==> src/rtl/alu_mc.sv <==
// Multi-cycle ALU: single-cycle logic/arith/shift/compare, iterative mul/divu/remu.
// Define ALU_MC_OVF_EN to enable signed overflow on add/sub; otherwise ovf is tied low.
module alu_mc #(
  parameter  int WIDTH = 32,
  localparam int SHW   = $clog2(WIDTH)
) (
  input  logic             clk,
  input  logic             rst,
  input  logic             in_valid,
  output logic             in_ready,
  input  logic [WIDTH-1:0] A,
  input  logic [WIDTH-1:0] B,
  input  logic [3:0]       ALU_operation,
  output logic             out_valid,
  input  logic             out_ready,
  output logic [WIDTH-1:0] res,
  output logic             zero,
  output logic             ovf
);
  localparam int CW = $clog2(WIDTH + 1);

  typedef enum logic [1:0] {IDLE, BUSY, DONE} state_t;

  state_t           state_q;
  logic [WIDTH-1:0] res_q, acc_q, a_q, b_q;
  logic             zero_q, ovf_q, out_valid_q, in_ready_q;
  logic [3:0]       op_q;
  logic [CW-1:0]    cnt_q;

  logic [WIDTH-1:0] res_c, sum_c, diff_c;
  logic             ovf_c, multi_c;
  logic [SHW-1:0]   sh_c;

  assign sum_c   = A + B;
  assign diff_c  = A - B;
  assign sh_c    = B[SHW-1:0];
  assign multi_c = (ALU_operation == 4'b1011) || (ALU_operation == 4'b1100) ||
                   (ALU_operation == 4'b1101);

  always_comb begin
    res_c = '0;
    case (ALU_operation)
      4'b0000: res_c = A & B;
      4'b0001: res_c = A | B;
      4'b0010: res_c = sum_c;
      4'b0011: res_c = A ^ B;
      4'b0100: res_c = ~(A | B);
      4'b0101: res_c = A >> sh_c;
      4'b0110: res_c = diff_c;
      4'b0111: res_c = {{(WIDTH-1){1'b0}}, A < B};
      4'b1000: res_c = A << sh_c;
      4'b1001: res_c = $signed(A) >>> sh_c;
      4'b1010: res_c = {{(WIDTH-1){1'b0}}, $signed(A) < $signed(B)};
      default: res_c = '0;
    endcase
  end

`ifdef ALU_MC_OVF_EN
  always_comb begin
    ovf_c = 1'b0;
    if (ALU_operation == 4'b0010)
      ovf_c = (A[WIDTH-1] == B[WIDTH-1]) && (sum_c[WIDTH-1] != A[WIDTH-1]);
    else if (ALU_operation == 4'b0110)
      ovf_c = (A[WIDTH-1] != B[WIDTH-1]) && (diff_c[WIDTH-1] != A[WIDTH-1]);
  end
`else
  assign ovf_c = 1'b0;
`endif

  // One iteration: mul shifts a_q left / b_q right; div shifts dividend out of a_q into acc_q.
  logic [WIDTH:0]   rsh, rsub;
  logic             ge;
  logic [WIDTH-1:0] acc_n, a_n, b_n, fin;

  assign rsh  = {acc_q, a_q[WIDTH-1]};
  assign rsub = rsh - {1'b0, b_q};
  assign ge   = rsh >= {1'b0, b_q};

  always_comb begin
    acc_n = acc_q;
    a_n   = a_q;
    b_n   = b_q;
    fin   = '0;
    if (op_q == 4'b1011) begin
      acc_n = acc_q + (b_q[0] ? a_q : '0);
      a_n   = a_q << 1;
      b_n   = b_q >> 1;
      fin   = acc_n;
    end else begin
      acc_n = ge ? rsub[WIDTH-1:0] : rsh[WIDTH-1:0];
      a_n   = {a_q[WIDTH-2:0], ge};
      fin   = (op_q == 4'b1100) ? a_n : acc_n;
    end
  end

  always_ff @(posedge clk or posedge rst) begin
    if (rst) begin
      state_q     <= IDLE;
      res_q       <= '0;
      zero_q      <= 1'b0;
      ovf_q       <= 1'b0;
      out_valid_q <= 1'b0;
      in_ready_q  <= 1'b1;
      acc_q       <= '0;
      a_q         <= '0;
      b_q         <= '0;
      op_q        <= '0;
      cnt_q       <= '0;
    end else begin
      case (state_q)
        IDLE: if (in_valid) begin
          in_ready_q <= 1'b0;
          if (multi_c) begin
            a_q     <= A;
            b_q     <= B;
            op_q    <= ALU_operation;
            acc_q   <= '0;
            cnt_q   <= CW'(WIDTH);
            state_q <= BUSY;
          end else begin
            res_q       <= res_c;
            zero_q      <= (res_c == '0);
            ovf_q       <= ovf_c;
            out_valid_q <= 1'b1;
            state_q     <= DONE;
          end
        end
        BUSY: begin
          acc_q <= acc_n;
          a_q   <= a_n;
          b_q   <= b_n;
          cnt_q <= cnt_q - 1'b1;
          // Last step registers the result directly so latency is WIDTH+1.
          if (cnt_q == CW'(1)) begin
            res_q       <= fin;
            zero_q      <= (fin == '0);
            ovf_q       <= 1'b0;
            out_valid_q <= 1'b1;
            state_q     <= DONE;
          end
        end
        DONE: if (out_ready) begin
          out_valid_q <= 1'b0;
          in_ready_q  <= 1'b1;
          state_q     <= IDLE;
        end
        default: state_q <= IDLE;
      endcase
    end
  end

  assign in_ready  = in_ready_q;
  assign out_valid = out_valid_q;
  assign res       = res_q;
  assign zero      = zero_q;
  assign ovf       = ovf_q;
endmodule

==> config.mk <==
export PLATFORM = sky130hd
export DESIGN_NAME = alu_mc
export DESIGN_NICKNAME = d
export VERILOG_FILES = /design/src/rtl/alu_mc.sv
export SDC_FILE = /design/constraint.sdc
export NUM_CORES = 1
export LEC_CHECK = 0
export CORE_MARGIN = 2
export CORE_UTILIZATION = 25
export CTS_CLUSTER_DIAMETER = 50
export DETAILED_ROUTE_END_ITERATION = 10
export PLACE_DENSITY_LB_ADDON = 0.05
export SETUP_SLACK_MARGIN = 0.05
export SLEW_MARGIN = 10
export SYNTH_ARGS = -nofsm -noshare
export SYNTH_HDL_FRONTEND = slang
export SYNTH_SLANG_ARGS = --single-unit
==> constraint.sdc <==
create_clock -name clk -period 14 [get_ports clk]
set_input_delay 2.1 -clock clk [delete_from_list [all_inputs] [get_ports clk]]
set_output_delay 2.1 -clock clk [all_outputs]
set_load 0.005 [all_outputs]
==> results of run 1 <==
==> area by class of cell <==
| type | count | share of cell area [%] |
|---|---|---|
| diodes | 4 | 0.0404 |
| clock buffers | 21 | 1.86 |
| clock inverters | 11 | 0.627 |
| inverters | 151 | 2.31 |
| multi-input cells | 2406 | 68.4 |
| flip-flops and latches | 143 | 14.5 |
| well taps | 1155 | 5.84 |
| repair buffers | 180 | 6.45 |
==> state kept, by name (all words and copies together) (netlist names) <==
name,count
a_q,32
acc_q,32
b_q,32
cnt_q,6
in_ready,1
op_q,4
out_valid,1
res,32
state_q,2
zero,1
==> through the flow <==
step | hold WS, ps | cells | instance area (µm²) | power, W | util, %
after floorplan | 465 | 2920 | 21900 | 0.00278 | -
after global placement | 463 | 4035 | 24100 | 0.00395 | 27.8
final | 482 | 4071 | 24700 | 0.00446 | 28.5
after detailed placement | 472 | 4035 | 24100 | 0.00392 | 27.8
after CTS | 488 | 4067 | 24700 | 0.00446 | 28.5
after global routing | 508 | 4067 | 24700 | 0.00478 | 28.5
==> cell families (layout without fill, tap and decap cells) <==
| kind of cell | Yosys count | after routing | synth area share [%] |
|---|---|---|---|
| simple gates | 959 | 959 | 21.2 |
| buf+inv | 371 | 363 | 6.99 |
| mux | 219 | 219 | 12.3 |
| xor+xnor | 74 | 74 | 2.95 |
| flops | 143 | 143 | 16.3 |
| compound gates | 971 | 971 | 29.7 |
| fa+ha+maj | 182 | 182 | 10.5 |
| other cells | 1 | 5 | 0.0171 |
==> report_power, final <==
group / switching, W / internal (W) / total (W)
registers: 0.000252 / 0.000585 / 0.000837
clock network: 0.000220 / 0.000292 / 0.000512
logic: 0.00193 / 0.00118 / 0.00311
total: 0.00241 / 0.00205 / 0.00446
==> Yosys cell counts, types with 24 or more instances <==
cell	count	area [µm²]
a211oi_1	38	285
nor2_1	225	845
o22ai_1	29	181
nand2_1	316	1190
nand2b_1	41	257
clkbuf_1	149	559
mux2_2	37	417
nor3_1	70	350
ha_1	178	2230
and2_1	52	325
o21ai_0	263	1320
a31oi_1	35	219
mux2i_1	143	1430
nor2b_1	28	175
a22oi_1	24	180
a21o_1	45	338
inv_1	146	548
mux4_2	34	766
dfrtp_1	142	3550
a21oi_1	191	956
xor2_1	28	245
nand4_1	40	250
o211ai_1	42	315
nand3_1	58	290
buf_2	35	175
xnor2_1	46	403
==> final timing paths <==
path / cells past startpoint / to / slack [ps]
min in group asynchronous: 2 / cnt_q[3] / 2050
max in group asynchronous: 3 / b_q[22] / 10740
worst max register to register: 15 / zero / 7560
worst max-delay path: 14 / zero / 6440
worst min-delay path: 2 / res[7] / 480
worst min register to register: 2 / res[7] / 480
==> critical path, cell delays in order <==
cell	delay (ps)
buf_4	580
buf_4	650
mux4_2	610
a22oi_1	420
nor2_1	140
a22oi_1	230
nand4_1	310
a211oi_1	900
nand4b_1	270
or4_1	650
nor4_1	510
and4b_1	290
nand4bb_1	130
o211ai_2	100
==> metal layers <==
metal | track usage, % | routed length (µm)
met1 | 37.5 | 58200
met2 | 44.8 | 58300
met3 | 2.95 | 5130
met4 | 9.25 | 4430
met5 | 0 | 13
==> impl_metrics.json, run 1 <==
{
  "nets": 3153,
  "grt_pass1_wl_mm": 178,
  "critPathLaunch": "B[0]",
  "drt_iter0_markers": 2039,
  "dieArea_um2": 90100,
  "synthCells": 2920,
  "clk_latency_ps": 490,
  "path_class": "input port to register",
  "synth_ff_type": "dfrtp_1",
  "setup_viol": 0,
  "fin_skew_ps": 15.2,
  "fin_setup_tns_ps": 0,
  "numCtsBuffers": 17,
  "ys_seq_area_share_pct": 16.3,
  "rsz0062_at_grt": "no",
  "ios": 108,
  "fp.dieH_um": 300,
  "track_usage_pct": 27.4,
  "hold_viol": 0,
  "clk_path_buf_depth": 2,
  "cts_hold_repair.buffers": 0,
  "fmax_mhz": 132,
  "period_share_pct": 54.0,
  "gp_congestion": 0.962,
  "start_util_pct": 25.2,
  "worst_pin_slew_ps": 1230,
  "worst_hold_startpoint": "res[7]",
  "hold_path.class": "register to register",
  "p_leak_nw": 9.98,
  "syn_to_final_growth_pct": 12.8,
  "routed_via_density": 5.80,
  "cts_root_buffer": "clkbuf_16",
  "final_common_cell": "nand2_1",
  "worstPathRequired_ps": 14400,
  "grt_max_degree": 70,
  "vias": 23600,
  "setup_ws_ps": 6440,
  "rows": 108,
  "regArea_um2": 3580,
  "die_x_um": 300,
  "multiInputGateArea_um2": 16900,
  "syn_area_per_cell_um2": 7.51,
  "drv_cap": 0,
  "netlist-cell-type-count": 107,
  "totalWireLength_mm": 126,
  "ys_warn_count": 0,
  "cp.arrival_ps": 7960,
  "pre_cts_slack_ps": 6070,
  "core-area_um2": 86900,
  "end_kind": "register",
  "antenna_found_initial": 6,
  "min_period_ps": 7560,
  "synth_edf_count": 0,
  "synth-async-reset-ratio_pct": 100,
  "reg2reg_from": "b_q[8]",
  "numPortBuffers": 106,
  "report.final.slew_viol_count": 0,
  "fillers": 9521,
  "grt_pass1_vias": 23100,
  "mostFrequentLayoutCells": "nand2_1 (314), o21ai_0 (263), nor2_1 (224)",
  "ys_ff_latch": 143,
  "final_layout_size_suffix_gt1_share_pct": 8.52,
  "clkTransAtPathRegs_ps": 70,
  "cts-htree-levels": 4,
  "ctsResizeCount": 0,
  "firstDrtPassIters": 5,
  "post_cts_buffers": 0,
  "status": "completed",
  "cts_tree": "yes",
  "gr-total-overflow": 0,
  "syn_nets": 3174,
  "dpl.hpwl_mm": 100,
  "crit_fanout": 56,
  "drc_errors": 0,
  "critPathLaunchType": "input port",
  "ant_nets": 0,
  "slew_headroom_pct": 16.9,
  "ir_drop_mv": 0.101,
  "post_drt_wl_per_cell_um": 31.0,
  "synth_area_um2": 21900,
  "powerDensity_nw_per_um2": 180,
  "cts.sink_count": 143
}
Power figures use the tool's default switching activity.
==> run 2: changes to the inputs <==
==> constraint.sdc (replaced) <==
create_clock -name clk -period 6.8 [get_ports clk]
set_input_delay 1.02 -clock clk [delete_from_list [all_inputs] [get_ports clk]]
set_output_delay 1.02 -clock clk [all_outputs]
set_load 0.005 [all_outputs]
==> run 2 against run 1 <==
  * Clock power up 110%
  * Combinational power up 110%
  * Worst hold slack worse by 4.7 ps
  * Worst setup slack worse by 5700 ps
  * Register-to-register slack worse by 6100 ps
  * Die area unchanged
  * Clock skew about the same
  * Total power up 110%
  * Sequential cell count unchanged
  * Sequential share of layout area down 0.29 points
  * Core utilization up 0.58 points
  * Final cell count up 1.5%
  * Critical path type unchanged
  * Critical endpoint unchanged
  * Largest cell class unchanged
  * Highest routed layer unchanged
==> impl_metrics.json, run 2 (synthesis gave the netlist of run 1 again) <==
{
  "reg2reg_to": "zero",
  "grt_pass1_wl_mm": 178,
  "antenna_cells": 0,
  "post_drt_wl_per_cell_um": 30.5,
  "drt_iter0_markers": 2373,
  "worstPathRequired_ps": 7180,
  "core-area_um2": 86900,
  "clk_latency_ps": 460,
  "ir_drop_mv": 0.209,
  "regArea_um2": 3580,
  "rsz0062_at_grt": "no",
  "nets": 3218,
  "cts_hold_repair.buffers": 0,
  "multiInputGateArea_um2": 16900,
  "fin_skew_ps": 15.1,
  "grt_pass1_vias": 23700,
  "final_area_um2": 25300,
  "antenna_found_initial": 2,
  "critPathLaunchType": "input port",
  "whs_path_depth": 2,
  "setup_ws_ps": 713,
  "hold_path.class": "register to register",
  "status": "completed",
  "crit_chain": "clkdlybuf4s50_1 -> inv_1 -> ha_1 -> fa_1 -> o21bai_1 -> a2111oi_0 -> o221ai_1 -> nand2_1 -> nand4_1 -> nor2_1 -> nand4b_1 -> or4_1 -> nor4_1 -> buf_4 -> and4b_1 -> nand4bb_1 -> o211ai_2",
  "cp.arrival_ps": 6460,
  "vias": 24200,
  "clkTransAtPathRegs_ps": 70,
  "crit_family": "simple AND/OR/NAND/NOR gates",
  "slew_headroom_pct": 17.9,
  "hold_viol": 0,
  "ios": 108,
  "fin_setup_tns_ps": 0,
  "ctsResizeCount": 0,
  "final_common_cell": "nand2_1",
  "final_layout_size_suffix_gt1_share_pct": 10.5,
  "rows": 108,
  "path_buf_inv": 3,
  "p_total_w": 0.00929,
  "cts.sink_count": 143,
  "die_x_um": 300,
  "slowest_stage": "a2111oi_0",
  "ant_nets": 0,
  "gp_congestion": 1.01,
  "cts-htree-levels": 4,
  "reg2reg_from": "acc_q[23]",
  "dpl.hpwl_mm": 102,
  "drc_errors": 0,
  "fillers": 9453,
  "r2r_cells": 13,
  "routed_via_density": 5.86,
  "worst_hold_startpoint": "res[16]",
  "post_cts_buffers": 0,
  "syn_to_final_growth_pct": 15.1,
  "clk_path_buf_depth": 2,
  "report.final.slew_viol_count": 0,
  "mostFrequentLayoutCells": "nand2_1 (314), o21ai_0 (263), nor2_1 (225)",
  "totalWireLength_mm": 126,
  "placed_cell_area_um2": 24600,
  "hold_end": "res[16]",
  "cts_tree": "yes",
  "track_usage_pct": 27.2,
  "r2r_setup_slack_ps": 1410,
  "crit_fanout": 8,
  "worst_pin_slew_ps": 1220,
  "cts_root_buffer": "clkbuf_16",
  "dieArea_um2": 90100,
  "grt_max_degree": 90,
  "slowest_delay_ps": 930,
  "p_leak_nw": 10.3,
  "period_share_pct": 89.5,
  "drv_cap": 0,
  "numCtsBuffers": 17,
  "fmax_mhz": 164,
  "min_period_ps": 6090,
  "setup_viol": 0,
  "powerDensity_nw_per_um2": 368,
  "end_kind": "register",
  "numPortBuffers": 106,
  "fp.dieH_um": 300,
  "start_util_pct": 25.2,
  "firstDrtPassIters": 6,
  "pre_cts_slack_ps": 411,
  "gr-total-overflow": 0,
  "path_class": "input port to register"
}
run 2: report_power, final:
group	switching (W)	total, W	internal [W]
Sequential	0.000473	0.00168	0.00121
Clock	0.000446	0.00107	0.000620
Combinational	0.00402	0.00655	0.00253
run 2: worst max path at each step:
stage                     start   end  slack, ps  cells past startpoint
after floorplan            B[3]  zero       1480                     19
after global placement     A[0]  zero        250                     17
after detailed placement   A[0]  zero        410                     17
after CTS                  A[0]  zero        860                     17
after global routing       A[0]  zero        460                     17
final                      A[0]  zero        710                     17
run 2: area by class of cell:
class	instances	area share [%]
multi-input combinational	2406	67.0
tap	1155	5.72
timing repair buffer	245	8.35
clock buffer	17	1.68
inverter	151	2.26
clock inverter	14	0.808
sequential	143	14.2
run 2: stage by stage:
step                      cells  hold slack [ps]  utilization (%)
after floorplan            2920              465                -
after global placement     4100              462             28.3
after detailed placement   4100              468             28.3
after CTS                  4131              486             29.1
after global routing       4131              494             29.1
final                      4131              477             29.1
run 2: routing by layer:
layer  GRT usage [%]  wire length, µm  vias to the layer above
li1                -                -                    10900
met1            36.4            56400                    12200
met2            46.0            59600                      946
met3            2.13             5610                      174
met4            9.58             4600                        2
met5               0               13                        -
run 2: worst min-delay path: stages (launching register included):
cell     delay [ps]
dfrtp_1         340
nand2_1          40
o21ai_0          60
